$ cat src/rtl/axis_addr_split.sv
// AXI address-channel burst generator: queues (address, beat-count) commands and
// splits each into bursts capped at BURST_MAX beats that never cross a 4 KB page.
module axis_addr_split #(
  parameter int CFG_DWIDTH     = 32,
  parameter int AXI_LEN_WIDTH  = 8,
  parameter int AXI_ADDR_WIDTH = 32,
  parameter int AXI_DATA_WIDTH = 256,
  parameter int BURST_MAX      = 256,
  parameter int CMD_DEPTH      = 4
) (
  input  logic                      clk,
  input  logic                      rst,
  input  logic [CFG_DWIDTH-1:0]     cfg_address,
  input  logic [CFG_DWIDTH-1:0]     cfg_length,
  input  logic                      cfg_valid,
  output logic                      cfg_ready,
  input  logic                      axi_aready,
  output logic [AXI_ADDR_WIDTH-1:0] axi_aaddr,
  output logic [AXI_LEN_WIDTH-1:0]  axi_alen,
  output logic                      axi_avalid,
  output logic                      done_valid,
  output logic                      busy
);

  localparam int BYTES   = AXI_DATA_WIDTH / 8;
  localparam int OFF_W   = $clog2(BYTES);
  localparam int BEATS_W = $clog2(BURST_MAX) + 1;
  localparam int PTR_W   = $clog2(CMD_DEPTH);
  localparam int MIN_W0  = (CFG_DWIDTH > 13) ? CFG_DWIDTH : 13;
  localparam int MIN_W   = (MIN_W0 > BEATS_W) ? MIN_W0 : BEATS_W;
  localparam logic [AXI_ADDR_WIDTH-1:0] OFF_MASK = AXI_ADDR_WIDTH'(BYTES - 1);

  typedef enum logic [4:0] {
    S_IDLE  = 5'b00001,
    S_LOAD  = 5'b00010,
    S_CALC  = 5'b00100,
    S_ISSUE = 5'b01000,
    S_DONE  = 5'b10000
  } state_t;

  state_t r_state, w_next;

  logic [CFG_DWIDTH-1:0]     r_fifo_addr [CMD_DEPTH];
  logic [CFG_DWIDTH-1:0]     r_fifo_len  [CMD_DEPTH];
  logic [PTR_W-1:0]          r_wr_ptr, r_rd_ptr;
  logic [PTR_W:0]            r_count;
  logic                      w_full, w_empty, w_push, w_pop;
  logic [CFG_DWIDTH-1:0]     w_head_addr, w_head_len;

  logic [AXI_ADDR_WIDTH-1:0] r_addr;
  logic [CFG_DWIDTH-1:0]     r_rem;
  logic [BEATS_W-1:0]        r_beats;
  logic [CFG_DWIDTH-1:0]     w_rem_after;
  logic [12:0]               w_bnd_bytes;
  logic [MIN_W-1:0]          w_bnd, w_rem_x, w_max, w_min;
  logic [BEATS_W-1:0]        w_alen_full;

  assign w_full      = (r_count == (PTR_W + 1)'(CMD_DEPTH));
  assign w_empty     = (r_count == '0);
  assign w_push      = cfg_valid & ~w_full;
  assign w_pop       = (r_state == S_LOAD);
  assign w_head_addr = r_fifo_addr[r_rd_ptr];
  assign w_head_len  = r_fifo_len[r_rd_ptr];

  // NOTE: command storage has no reset; validity is carried solely by the pointers and count.
  always_ff @(posedge clk) begin
    if (w_push) begin
      r_fifo_addr[r_wr_ptr] <= cfg_address;
      r_fifo_len[r_wr_ptr]  <= cfg_length;
    end
  end

  // NOTE: sequential state is updated with non-blocking assignments so every register samples pre-edge values.
  always_ff @(posedge clk) begin
    if (rst) begin
      r_wr_ptr <= '0;
      r_rd_ptr <= '0;
      r_count  <= '0;
    end else begin
      if (w_push) r_wr_ptr <= r_wr_ptr + PTR_W'(1);
      if (w_pop)  r_rd_ptr <= r_rd_ptr + PTR_W'(1);
      case ({w_push, w_pop})
        2'b10:   r_count <= r_count + (PTR_W + 1)'(1);
        2'b01:   r_count <= r_count - (PTR_W + 1)'(1);
        default: r_count <= r_count;
      endcase
    end
  end

  // Beats left before the next 4 KB page boundary, in data beats.
  assign w_bnd_bytes = 13'h1000 - {1'b0, r_addr[11:0]};
  assign w_bnd       = MIN_W'(w_bnd_bytes >> OFF_W);
  assign w_rem_x     = MIN_W'(r_rem);
  assign w_max       = MIN_W'(BURST_MAX);
  assign w_rem_after = r_rem - CFG_DWIDTH'(r_beats);

  // NOTE: combinational outputs get a default first so no path can infer a latch.
  always_comb begin
    w_min = w_rem_x;
    if (w_max < w_min) w_min = w_max;
    if (w_bnd < w_min) w_min = w_bnd;
  end

  always_ff @(posedge clk) begin
    if (rst) r_state <= S_IDLE;
    else     r_state <= w_next;
  end

  always_comb begin
    w_next = r_state;
    case (r_state)
      S_IDLE:  if (!w_empty) w_next = S_LOAD;
      S_LOAD:  w_next = (w_head_len == '0) ? S_DONE : S_CALC;
      S_CALC:  w_next = S_ISSUE;
      S_ISSUE: if (axi_aready) w_next = (w_rem_after == '0) ? S_DONE : S_CALC;
      S_DONE:  w_next = S_IDLE;
      default: w_next = S_IDLE;
    endcase
  end

  always_ff @(posedge clk) begin
    if (rst) begin
      r_addr  <= '0;
      r_rem   <= '0;
      r_beats <= '0;
    end else if (r_state == S_LOAD) begin
      r_addr <= AXI_ADDR_WIDTH'(w_head_addr) & ~OFF_MASK;
      r_rem  <= w_head_len;
    end else if (r_state == S_CALC) begin
      r_beats <= BEATS_W'(w_min);
    end else if (r_state == S_ISSUE && axi_aready) begin
      r_addr <= r_addr + (AXI_ADDR_WIDTH'(r_beats) << OFF_W);
      r_rem  <= w_rem_after;
    end
  end

  // Address outputs are driven only from registered state, so aready never reaches them combinationally.
  assign w_alen_full = r_beats - BEATS_W'(1);
  assign axi_avalid  = (r_state == S_ISSUE);
  assign axi_aaddr   = axi_avalid ? r_addr : '0;
  assign axi_alen    = axi_avalid ? AXI_LEN_WIDTH'(w_alen_full) : '0;
  assign done_valid  = (r_state == S_DONE);
  assign busy        = (r_state != S_IDLE) | ~w_empty;
  assign cfg_ready   = ~w_full;

endmodule

$ cat config.mk
export PLATFORM = sky130hd
export DESIGN_NAME = axis_addr_split
export DESIGN_NICKNAME = d
export VERILOG_FILES = /design/src/rtl/axis_addr_split.sv
export SDC_FILE = /design/constraint.sdc
export NUM_CORES = 1
export LEC_CHECK = 0
export ABC_AREA = 1
export CORE_UTILIZATION = 45
export CTS_BUF_LIST = sky130_fd_sc_hd__clkbuf_16
export DETAILED_ROUTE_END_ITERATION = 10
export MAX_ROUTING_LAYER = met4
export PLACE_DENSITY = 0.66
export SYNTH_ARGS = -nofsm -noshare
export SYNTH_HDL_FRONTEND = slang
export SYNTH_SLANG_ARGS = --single-unit
$ cat constraint.sdc
create_clock -name clk -period 3.55 [get_ports clk]
set_input_delay 0.71 -clock clk [delete_from_list [all_inputs] [get_ports clk]]
set_output_delay 0.71 -clock clk [all_outputs]
set_load 0.05 [all_outputs]
# ---- Word-level counts from Yosys, hierarchy flattened
# Memory sizes are Yosys's and may differ from the RTL's. A register that Yosys moved wholly into a read port is not among the register bits.
# Cells that the tools add are included.
dict set report totals {
  reg_bits 85
  ram_bits 256
  inputBits 68
  out_inout_bits 44
  elab_cells 71
  memories 2
}
dict set report op_classes {
  addsub 8
  magnitude_cmp 2
  n_eq_ne 12
  mux 22
  bitwise 6
  n_reduce_logical 11
}
# memory words width rd rd_ports_with_merged_regs wr line_no
set mem_list {}
lappend mem_list {r_fifo_addr 4 32 1 1 1 43} ;# logic [CFG_DWIDTH-1:0] r_fifo_addr [CMD_DEPTH];
lappend mem_list {r_fifo_len 4 32 1 1 1 44} ;# logic [CFG_DWIDTH-1:0] r_fifo_len [CMD_DEPTH];
# op n
set op_table {}
lappend op_table {{32-bit two-way mux} 8}
lappend op_table {{32-bit zero test} 2}
lappend op_table {{32-bit by 14-bit adder with 32-bit output} 1}
lappend op_table {{8-bit by 32-bit less-than comparator with 1-bit output} 1}
lappend op_table {{9-bit by 32-bit less-than comparator with 1-bit output (first input constant)} 1}
lappend op_table {{32-bit by 9-bit subtractor with 32-bit output} 1}
lappend op_table {{5-bit two-way mux} 4}
lappend op_table {{5-bit one-hot mux with 4 select lines} 1}
lappend op_table {{13-bit by 12-bit subtractor with 13-bit output (first input constant)} 1}
lappend op_table {{9-bit two-way mux} 1}
lappend op_table {{2-bit two-way mux} 4}
lappend op_table {{8-bit two-way mux} 1}
lappend op_table {{2-bit AND reduction} 4}
lappend op_table {{8-bit by 1-bit subtractor with 8-bit output (second input constant)} 1}
lappend op_table {{2-bit != test (second input constant)} 3}
lappend op_table {{3-bit one-hot mux with 2 select lines} 1}
lappend op_table {{5-bit by 1-bit equality test with 1-bit output (second input constant)} 1}
lappend op_table {{5-bit by 2-bit equality test with 1-bit output (second input constant)} 1}
lappend op_table {{5-bit by 3-bit equality test with 1-bit output (second input constant)} 1}
lappend op_table {{5-bit by 4-bit equality test with 1-bit output (second input constant)} 1}
lappend op_table {{5-bit equality test (second input constant)} 1}
lappend op_table {{5-bit by 1-bit != test with 1-bit output (second input constant)} 1}
lappend op_table {{2-bit by 1-bit adder with 2-bit output (second input constant)} 2}
lappend op_table {{1-bit NOT} 4}
lappend op_table {{other kinds (12)} 14}

# ---- Logic depth before layout (Yosys ltp)
# Gate-level depths: netlist of run 1.
dict set report logic_depth {
  ltp_word 5
  mapped_depth 21
  ltp_nobuf 21
}

# ---- Least setup slack after synthesis of run 1
# OpenSTA, ideal clock, no wires.
dict set report synth_timing {
  path_type {register -> register}
  start {reg r_count[1]}
  end {mem r_fifo_addr[0][10] (enable)}
  setup_time_ps 476
  t_arrival_ps 3529
  required_time_ps 3074
  slack_ps -455
  path_stages_with_launch 5
  path_buffers 0
  period_less_slack_ps 4005
  path_cell_list {dfxtp_1 nor2_1 nand2_1 nand2_1 nor2_1}
}
dict set report synth_via {
  elab_chain_len 5
}
# element line_no
set synth_lines {}
lappend synth_lines {{from (decl)} 46} ;# logic [PTR_W:0] r_count;
lappend synth_lines {{from (signal assigned)} 83} ;# 2'b10: r_count <= r_count + (PTR_W + 1)'(1);
lappend synth_lines {{from (signal assigned)} 84} ;# 2'b01: r_count <= r_count - (PTR_W + 1)'(1);
lappend synth_lines {{from (signal assigned)} 85} ;# default: r_count <= r_count;
lappend synth_lines {{3-bit equality test} 58} ;# assign w_full = (r_count == (PTR_W + 1)'(CMD_DEPTH));
lappend synth_lines {{1-bit NOT} -}
lappend synth_lines {{net cfg_ready} 16} ;# output logic cfg_ready,
lappend synth_lines {{1-bit bitwise AND} 60} ;# assign w_push = cfg_valid & ~w_full;
lappend synth_lines {{1-bit two-way mux} 67} ;# if (w_push) begin
lappend synth_lines {{1-bit two-way mux (not written as such)} 68} ;# r_fifo_addr[r_wr_ptr] <= cfg_address;
lappend synth_lines {{to (decl)} 43}
# The timed path passes the listed nets, and every way through them passes these cells.

# ---- Worst setup path after layout of run 1
dict set report layout_timing {
  start {reg r_state[0]}
  end {out axi_alen[4]}
}
dict set report layout_via {
  elab_chain_len 2
}
# element line_no
set layout_lines {}
lappend layout_lines {{from (decl)} 41} ;# state_t r_state, w_next;
lappend layout_lines {{from (signal assigned)} 106} ;# else r_state <= w_next;
lappend layout_lines {{5-bit by 4-bit equality test with 1-bit output} 139} ;# assign axi_avalid = (r_state == S_ISSUE);
lappend layout_lines {{8-bit two-way mux} 141} ;# assign axi_alen = axi_avalid ? AXI_LEN_WIDTH'(w_alen_full) : '0;
lappend layout_lines {{to (decl)} 19} ;# output logic [AXI_LEN_WIDTH-1:0] axi_alen,
# Every way passes these cells.

==> impl_metrics.ini, run 1 <==
[logic_synthesis]
synth_area_leader_cell = edfxtp_1
synth_simple_gate_area_share_pct = 23.8
synth_compound_area_share_pct = 10.0
synth_area_leaders = edfxtp_1 (46%), nand2_1 (11%), dfxtp_1 (11%)
async_reset_ff_share_pct = 0
synth-edff-count = 236
yosysSeqAreaShare_pct = 56.1
synthMuxAreaShare_pct = 0
ys.flop_type = edfxtp_1
ys_warn_count = 0
synthesis.area_um2 = 15600
synthAdderAreaFrac_pct = 2.96
synth_top_family_by_area = simple AND/OR/NAND/NOR gates
avgSynthCellArea_um2 = 8.87
synth_cells = 1755
ys_ff_latch = 318
synth_top_area_share_pct = 45.5
synth_cell_types = 52
synth_xor_area_share_pct = 1.13

[critical_path]
crit_type = flop to output pin
worstPathRequired_ns = 2.84
start_kind = flop
r2r-start = r_rem[16]$_SDFFE_PP0P_
crit_fanout = 35
worstRegToRegCells = 17
crit_arrival_ns = 2.69
end_kind = output pin
r2r_slack_ns = 0.44
regToRegEndpoint = r_beats[7]$_SDFFE_PP0P_

[layout]
drive_gt1_share_pct = 6.38
fill_cells = 3068
nNetsFinal = 1942
area_growth_pct = 16.9
post-route-util_pct = 53.9
final_area_um2 = 18200

[floorplan]
die_y_um = 188
rows = 67
coreArea_um2 = 33800
initial_core_util_pct = 46.1
die_area_um2 = 35300
ioPinCount = 112
die_w_um = 188

[clock_tree]
clock-sinks = 318
cts_resized = 0
path_clk_slew_ns = 0.06
postCtsHoldBufs = 0
cts_made_buffers = 35
tritoncts = yes
clock_latency_ns = 0.52
clock_path_buffers = 3
root_buffer = clkbuf_16
h-tree-depth = 2
post_cts_buffers = 0

[detailed_routing]
wl_per_cell_um = 17.4
drt_iter0_markers = 1004
drc = 0
ant_nets = 0
vias = 12300
dr.pass1.iters = 7
wirelength_um = 40300
viasPerCell = 5.32

[timing]
max_freq_ghz = 0.294
hold_viol_final = 0
period_minus_slack_ns = 3.40
worst_pin_slew_ns = 0.822
period_share_pct = 95.7
clock-skew-final_ns = 0.0172
slew_headroom_pct = 45.1
fin_ws_ns = 0.153
maxSlewViolCount = 0
final.setup.tns_ns = 0
rsz0062_at_grt = no
finalSetupViolCount = 0

[place]
hpwl_um = 26800
dpl_worst_slack_ns = 0.495
gp_congestion = 0.953
io_buffers = 101
placed_cell_area_um2 = 17100

[grt]
grt_max_degree = 119
gr-usage-all-layers_pct = 23.7
grt_pass1_vias = 11500
grt_pass1_wl_um = 63500
antenna_found_initial = 1
grt_overflow = 0

[power_and_ir_drop]
ir_drop_v = 0.000421
power_density_nw_per_um2 = 647
p_leak_nw = 7.02

[min_path]
hold_path.startpoint = r_rd_ptr[1]$_SDFFE_PP0P_
min_path_type = flop to flop
whs_path_depth = 2

[run]
max_cap_violations = 0

[status]
status = completed
-- area by class of cell --
type	count	area [um^2]	area share, %
timing repair buffer	121	1240	6.82
clock buffer	36	901	4.95
clock inverter	28	230	1.26
sequential	318	8730	48.0
antenna	1	2.50	0.0137
multi-input combinational	1210	5960	32.7
inverter	153	576	3.16
tap	448	561	3.08
-- metal layers --
metal | GRT usage (%) | part of all wire (%) | up-vias
met5 | - | 0 | -
met4 | 6.72 | 2.2 | 0
met3 | 3.74 | 7.0 | 63
met2 | 35.3 | 44 | 386
met1 | 33.3 | 47 | 5737
li1 | - | - | 6141
-- cell usage after synthesis, types with 8 or more instances --
cell type / number
a21oi_1: 96
a31oi_1: 29
a32o_1: 10
buf_2: 16
clkbuf_1: 48
dfxtp_1: 82
edfxtp_1: 236
ha_1: 32
inv_1: 145
nand2_1: 458
nand2_2: 8
nand3_1: 144
nand4_1: 33
nor2_1: 196
nor3_1: 13
o21ai_0: 91
o22ai_1: 20
xor2_1: 16
-- state kept, by name, summed over array words and instances (netlist names), named ones only --
register	count
r_wr_ptr	2
r_state	5
r_rd_ptr	2
r_fifo_addr	108
r_beats	9
r_addr	27
r_rem	32
r_fifo_len	128
r_count	3
-- through the flow --
step,power (mW),cells,hold slack (ns)
floorplan,7.27,1759,0.436
global placement,8.25,2250,0.446
detailed placement,8.28,2250,0.460
CTS,11.8,2314,0.462
global route,12.5,2315,0.480
finish,11.8,2315,0.466
-- cells in the final DEF, fill, tap and decap left out, types with 5 or more instances in the layout --
master / netlist / final
buf_4: 7 / 14
conb_1: 1 / 5
clkbuf_16: 0 / 36
edfxtp_1: 236 / 236
xor2_1: 16 / 16
nand2_1: 458 / 458
dfxtp_1: 82 / 81
o22ai_1: 20 / 20
inv_1: 145 / 153
clkinv_2: 0 / 8
inv_2: 7 / 6
nor2_4: 3 / 8
a21oi_1: 96 / 96
a31oi_1: 29 / 29
nand3_1: 144 / 144
nor2_1: 196 / 192
nand2_2: 8 / 8
clkdlybuf4s50_1: 0 / 99
buf_12: 0 / 7
or2_2: 6 / 6
o221ai_1: 5 / 5
nor3_1: 13 / 13
nor2_2: 7 / 6
nand4_1: 33 / 33
o21ai_0: 91 / 91
ha_1: 32 / 32
a32o_1: 10 / 10
-- critical path, stage by stage, from the launching register on --
cell             delay (ns)
dfxtp_1                0.33
nor2_1                 0.14
nand2_1                0.10
nor3_4                 0.10
buf_4                  0.19
inv_2                  0.24
nor3_1                 0.23
clkdlybuf4s50_1        0.83
-- logic make-up (layout without fill, tap and decap cells) --
group	after synthesis	count (layout)
fa+ha+maj	35	35
compound gates	270	270
xor+xnor	20	20
other cells	1	6
flops	318	318
simple gates	880	880
buf+inv	231	338
-- power by group --
part           leakage [nW]  total, mW  switching [mW]  internal [mW]
combinational          3.61       3.83            2.63           1.20
sequential             2.83       4.40           0.147           4.25
clock                 0.577       3.55            1.47           2.07
total                  7.02       11.8            4.25           7.52
-- worst max path at each step --
stage | to | cells past startpoint | start
after CTS | axi_alen[4] | 7 | r_state[0]$_SDFFE_PP1P_
after global placement | r_beats[7]$_SDFFE_PP0P_ | 17 | r_rem[19]$_SDFFE_PP0P_
final | axi_alen[4] | 7 | r_state[0]$_SDFFE_PP1P_
after detailed placement | r_beats[7]$_SDFFE_PP0P_ | 17 | r_rem[19]$_SDFFE_PP0P_
after floorplan | r_fifo_addr[0][10]$_DFFE_PP_ | 4 | r_count[1]$_SDFFE_PP0P_
after global routing | axi_alen[4] | 7 | r_state[0]$_SDFFE_PP1P_
(Power assumes the default switching activity.)
==> run 2: changes to the inputs <==
- CAP_MARGIN: default -> 20
- MAX_ROUTING_LAYER: met4 -> default
==> impl_metrics.ini, run 2 (same netlist as run 1, synthesis figures left out) <==
[status]
status = completed

[layout]
largest_reg_flops = 128
reg.largest.list = r_fifo_len: 128 flops, r_fifo_addr: 108 flops, r_rem: 32 flops
area_growth_pct = 16.9
drive_gt1_share_pct = 6.21
nNetsFinal = 1943
post_layout_nonfiller_instances = 2317
post-route-util_pct = 53.9
top_register = r_fifo_len
final_cell_mix = nand2_1 (458), edfxtp_1 (236), nor2_1 (192)
fill_cells = 3079
mostFrequentLayoutCell = nand2_1

[grt]
gr-usage-all-layers_pct = 23.2
grt_max_degree = 76
grt_pass1_vias = 11700
grt_pass1_wl_um = 64300
antenna_found_initial = 1
grt_overflow = 0

[detailed_routing]
dr.pass1.iters = 6
wirelength_um = 40900
ant_nets = 0
route.met3.wl_um = 2380
vias = 12500
wl_met1_um = 19300
drt_iter0_markers = 1104
topRoutingLayerUsed = met4
viasPerCell = 5.40
wl_per_cell_um = 17.7
routed-wl-met2_um = 18300
drc = 0

[timing]
final.setup.tns_ns = 0
max_freq_ghz = 0.294
maxSlewViolCount = 0
rsz0062_at_grt = no
hold_viol_final = 0
worst_pin_slew_ns = 0.837
period_share_pct = 95.9
slew_headroom_pct = 44.2
period_minus_slack_ns = 3.41
finalSetupViolCount = 0
clock-skew-final_ns = 0.0167
hold_ws_ns = 0.477

[floorplan]
initial_core_util_pct = 46.1
coreArea_um2 = 33800
die_y_um = 188
die_area_um2 = 35300
die_w_um = 188
rows = 67
ioPinCount = 112

[min_path]
hold_path.startpoint = r_rd_ptr[1]$_SDFFE_PP0P_
min_path_type = flop to flop
whs_path_depth = 2

[critical_path]
crit_fanout = 5
start_kind = flop
r2r-start = r_rem[18]$_SDFFE_PP0P_
crit_arrival_ns = 2.70
end_kind = output pin
worstRegToRegCells = 17
crit_type = flop to output pin
worstPathRequired_ns = 2.84
startpoint = r_beats[1]$_SDFFE_PP0P_

[clock_tree]
path_clk_slew_ns = 0.06
tritoncts = yes
cts_resized = 0
post_cts_buffers = 0
postCtsHoldBufs = 0
root_buffer = clkbuf_16
cts_made_buffers = 36
clock-sinks = 318
clock_path_buffers = 3
h-tree-depth = 2
clock_latency_ns = 0.54

[power_and_ir_drop]
p_leak_nw = 7.02
power_density_nw_per_um2 = 646
ir_drop_v = 0.000422

[place]
io_buffers = 101
gp_congestion = 0.915
placed_cells = 2250
hpwl_um = 26900

[run]
max_cap_violations = 0
==> run 2: metrics by stage <==
stage	setup WS [ns]	power [mW]	area, um^2
5_1_grt	0.0277	12.5	18200
6_report	0.144	11.8	18200
3_5_place_dp	0.561	8.21	17000
4_1_cts	0.157	11.8	18200
2_1_floorplan	-0.455	7.27	15600
3_3_place_gp	0.596	8.19	17000
==> run 2: final cells by class <==
class,instances,area [um^2],share of cell area [%]
flip-flops and latches,318,8730,48.0
multi-input cells,1210,5960,32.7
repair buffers,121,1220,6.68
clock buffers,36,901,4.95
inverters,153,576,3.16
well taps,448,561,3.08
clock inverters,30,256,1.41
diodes,1,2.50,0.0137
==> run 2: path summary, 6_finish.rpt <==
kind / to / slack [ns]
setup / recovery: axi_alen[2] / 0.14
hold / removal: flop / 0.48
setup reg to reg: r_beats[4]$_SDFFE_PP0P_ / 0.53
hold reg to reg: flop / 0.48
==> run 2: routing by layer <==
layer | vias up | global-route usage [%]
li1 | 6152 | -
met1 | 5890 | 33.9
met2 | 409 | 36.0
met3 | 69 | 2.77
met4 | 0 | 7.19
met5 | - | 0
==> run 2: critical path: stages (launching register included) <==
cell and delay (ns):
dfxtp_1 0.47, inv_1 0.17, ha_1 0.26, or2_2 0.30
a21oi_1 0.14, clkdlybuf4s50_1 0.82
==> run 2: report_power, final <==
part | total (mW) | switching, mW | leakage [nW] | internal, mW
clock network | 3.57 | 1.54 | 0.581 | 2.03
logic | 3.78 | 2.59 | 3.61 | 1.19
registers | 4.40 | 0.145 | 2.83 | 4.25
==> run 3: changes to the inputs <==
- CELL_PAD_IN_SITES_DETAIL_PLACEMENT: default -> 1
- CELL_PAD_IN_SITES_GLOBAL_PLACEMENT: default -> 1
- CORE_UTILIZATION: 45 -> 41
- PLACE_DENSITY: 0.66 -> default
- PLACE_DENSITY_LB_ADDON: default -> 0.1
==> impl_metrics.ini, run 3 (same netlist as run 1, synthesis figures left out) <==
[status]
status = completed

[place]
dpl_worst_slack_ns = 0.466
hpwl_um = 31400
placed_cells = 2315
placed_cell_area_um2 = 17200
io_buffers = 101
gp_congestion = 0.876

[timing]
period_minus_slack_ns = 3.36
final.setup.tns_ns = 0
rsz0062_at_grt = no
hold_viol_final = 0
clock-skew-final_ns = 0.0205
hold_ws_ns = 0.476
slew_headroom_pct = 44.2
period_share_pct = 94.6
worst_pin_slew_ns = 0.836
fin_ws_ns = 0.192
maxSlewViolCount = 0
max_freq_ghz = 0.298
finalSetupViolCount = 0

[clock_tree]
clock-sinks = 318
post_cts_buffers = 0
clock_path_buffers = 3
clock_latency_ns = 0.53
h-tree-depth = 2
postCtsHoldBufs = 0
root_buffer = clkbuf_16
cts_made_buffers = 36
cts_resized = 0
tritoncts = yes
path_clk_slew_ns = 0.06

[power_and_ir_drop]
ir_drop_v = 0.000408
power_density_nw_per_um2 = 646
p_leak_nw = 7.04
power_mw = 11.8

[layout]
top_register = r_fifo_len
area_growth_pct = 17.3
final_area_um2 = 18300
nNetsFinal = 1945
post-route-util_pct = 48.7
drive_gt1_share_pct = 6.27
post_layout_nonfiller_instances = 2380
reg.largest.list = r_fifo_len: 128 flops, r_fifo_addr: 108 flops, r_rem: 32 flops
mostFrequentLayoutCell = nand2_1
final_cell_mix = nand2_1 (458), edfxtp_1 (236), nor2_1 (192)
fill_cells = 4377
largest_reg_flops = 128

[critical_path]
worstRegToRegCells = 17
worstPathRequired_ns = 2.84
regToRegEndpoint = r_beats[5]$_SDFFE_PP0P_
crit_fanout = 5
crit_type = flop to output pin
startpoint = r_beats[1]$_SDFFE_PP0P_
r2r-start = r_rem[18]$_SDFFE_PP0P_
start_kind = flop
r2r_slack_ns = 0.35
crit_chain = inv_1 -> ha_1 -> or2_2 -> a21oi_1 -> clkdlybuf4s50_1
crit_path_end = axi_alen[2]
end_kind = output pin
cp_slowest_cell = clkdlybuf4s50_1
slowest_delay_ns = 0.82
crit_arrival_ns = 2.65

[grt]
antenna_found_initial = 4
grt_pass1_wl_um = 70800
grt_overflow = 0
grt_max_degree = 119
grt_pass1_vias = 12700
gr-usage-all-layers_pct = 23.8

[detailed_routing]
drc = 0
wl_per_cell_um = 19.3
ant_nets = 0
drt_iter0_markers = 622
vias = 12600
viasPerCell = 5.31
dr.pass1.iters = 4
wirelength_um = 46000

[floorplan]
die_w_um = 197
ioPinCount = 112
die_y_um = 197
die_area_um2 = 38700
coreArea_um2 = 37500
initial_core_util_pct = 41.5
rows = 71

[run]
max_cap_violations = 0

[min_path]
min_path_type = flop to flop
[run 3: changes by cell type in the layout (fill, tap and decap cells not counted), moves of 2 or more]
cell        delta
clkinv_1       -6
inv_1          +5
buf_12         +2
clkinv_16      -2
clkinv_2       -2
clkinvlp_4     -2
diode_2        +2
inv_2          +2
inv_6          +2
[run 3: worst min-delay path by stage]
stage / end / slack, ns / startpoint / cells past startpoint
finish: flop / 0.48 / r_rd_ptr[1]$_SDFFE_PP0P_ / 2
global route: flop / 0.50 / r_rd_ptr[1]$_SDFFE_PP0P_ / 2
CTS: flop / 0.48 / r_rd_ptr[1]$_SDFFE_PP0P_ / 2
detailed placement: flop / 0.47 / r_rd_ptr[1]$_SDFFE_PP0P_ / 2
global placement: flop / 0.44 / r_rd_ptr[1]$_SDFFE_PP0P_ / 2
floorplan: flop / 0.44 / r_rd_ptr[1]$_SDFFE_PP0P_ / 2
[run 3: final cells by class]
class / count / area (um^2) / area share (%)
Clock buffer: 36 / 901 / 4.94
Clock inverter: 26 / 184 / 1.01
Tap cell: 511 / 639 / 3.50
Timing Repair Buffer: 123 / 1250 / 6.87
Multi-Input combinational cell: 1210 / 5960 / 32.6
Inverter: 153 / 576 / 3.15
Sequential cell: 318 / 8730 / 47.8
Antenna cell: 3 / 7.51 / 0.0411
[run 3: routing by layer]
metal	up-vias	share of wire, %	track usage [%]
met5	-	0.026	0
met4	2	2.4	6.98
met3	60	4.2	3.27
met2	230	46	38.2
met1	6201	47	33.6
li1	6141	-	-
[run 3: report_power, final]
group          switching (mW)  internal (mW)
clock                    1.48           1.99
sequential              0.152           4.25
combinational            2.72           1.21
total                    4.35           7.45
[run 3: worst max-delay path, delay by kind of cell (launching register included)]
kind	cells	cell delay, ns
adders and majority gates	1	0.26
AOI/OAI and AO/OA	1	0.14
DFF	1	0.44
buffers and inverters	2	1.00
and+or+nand+nor	1	0.30
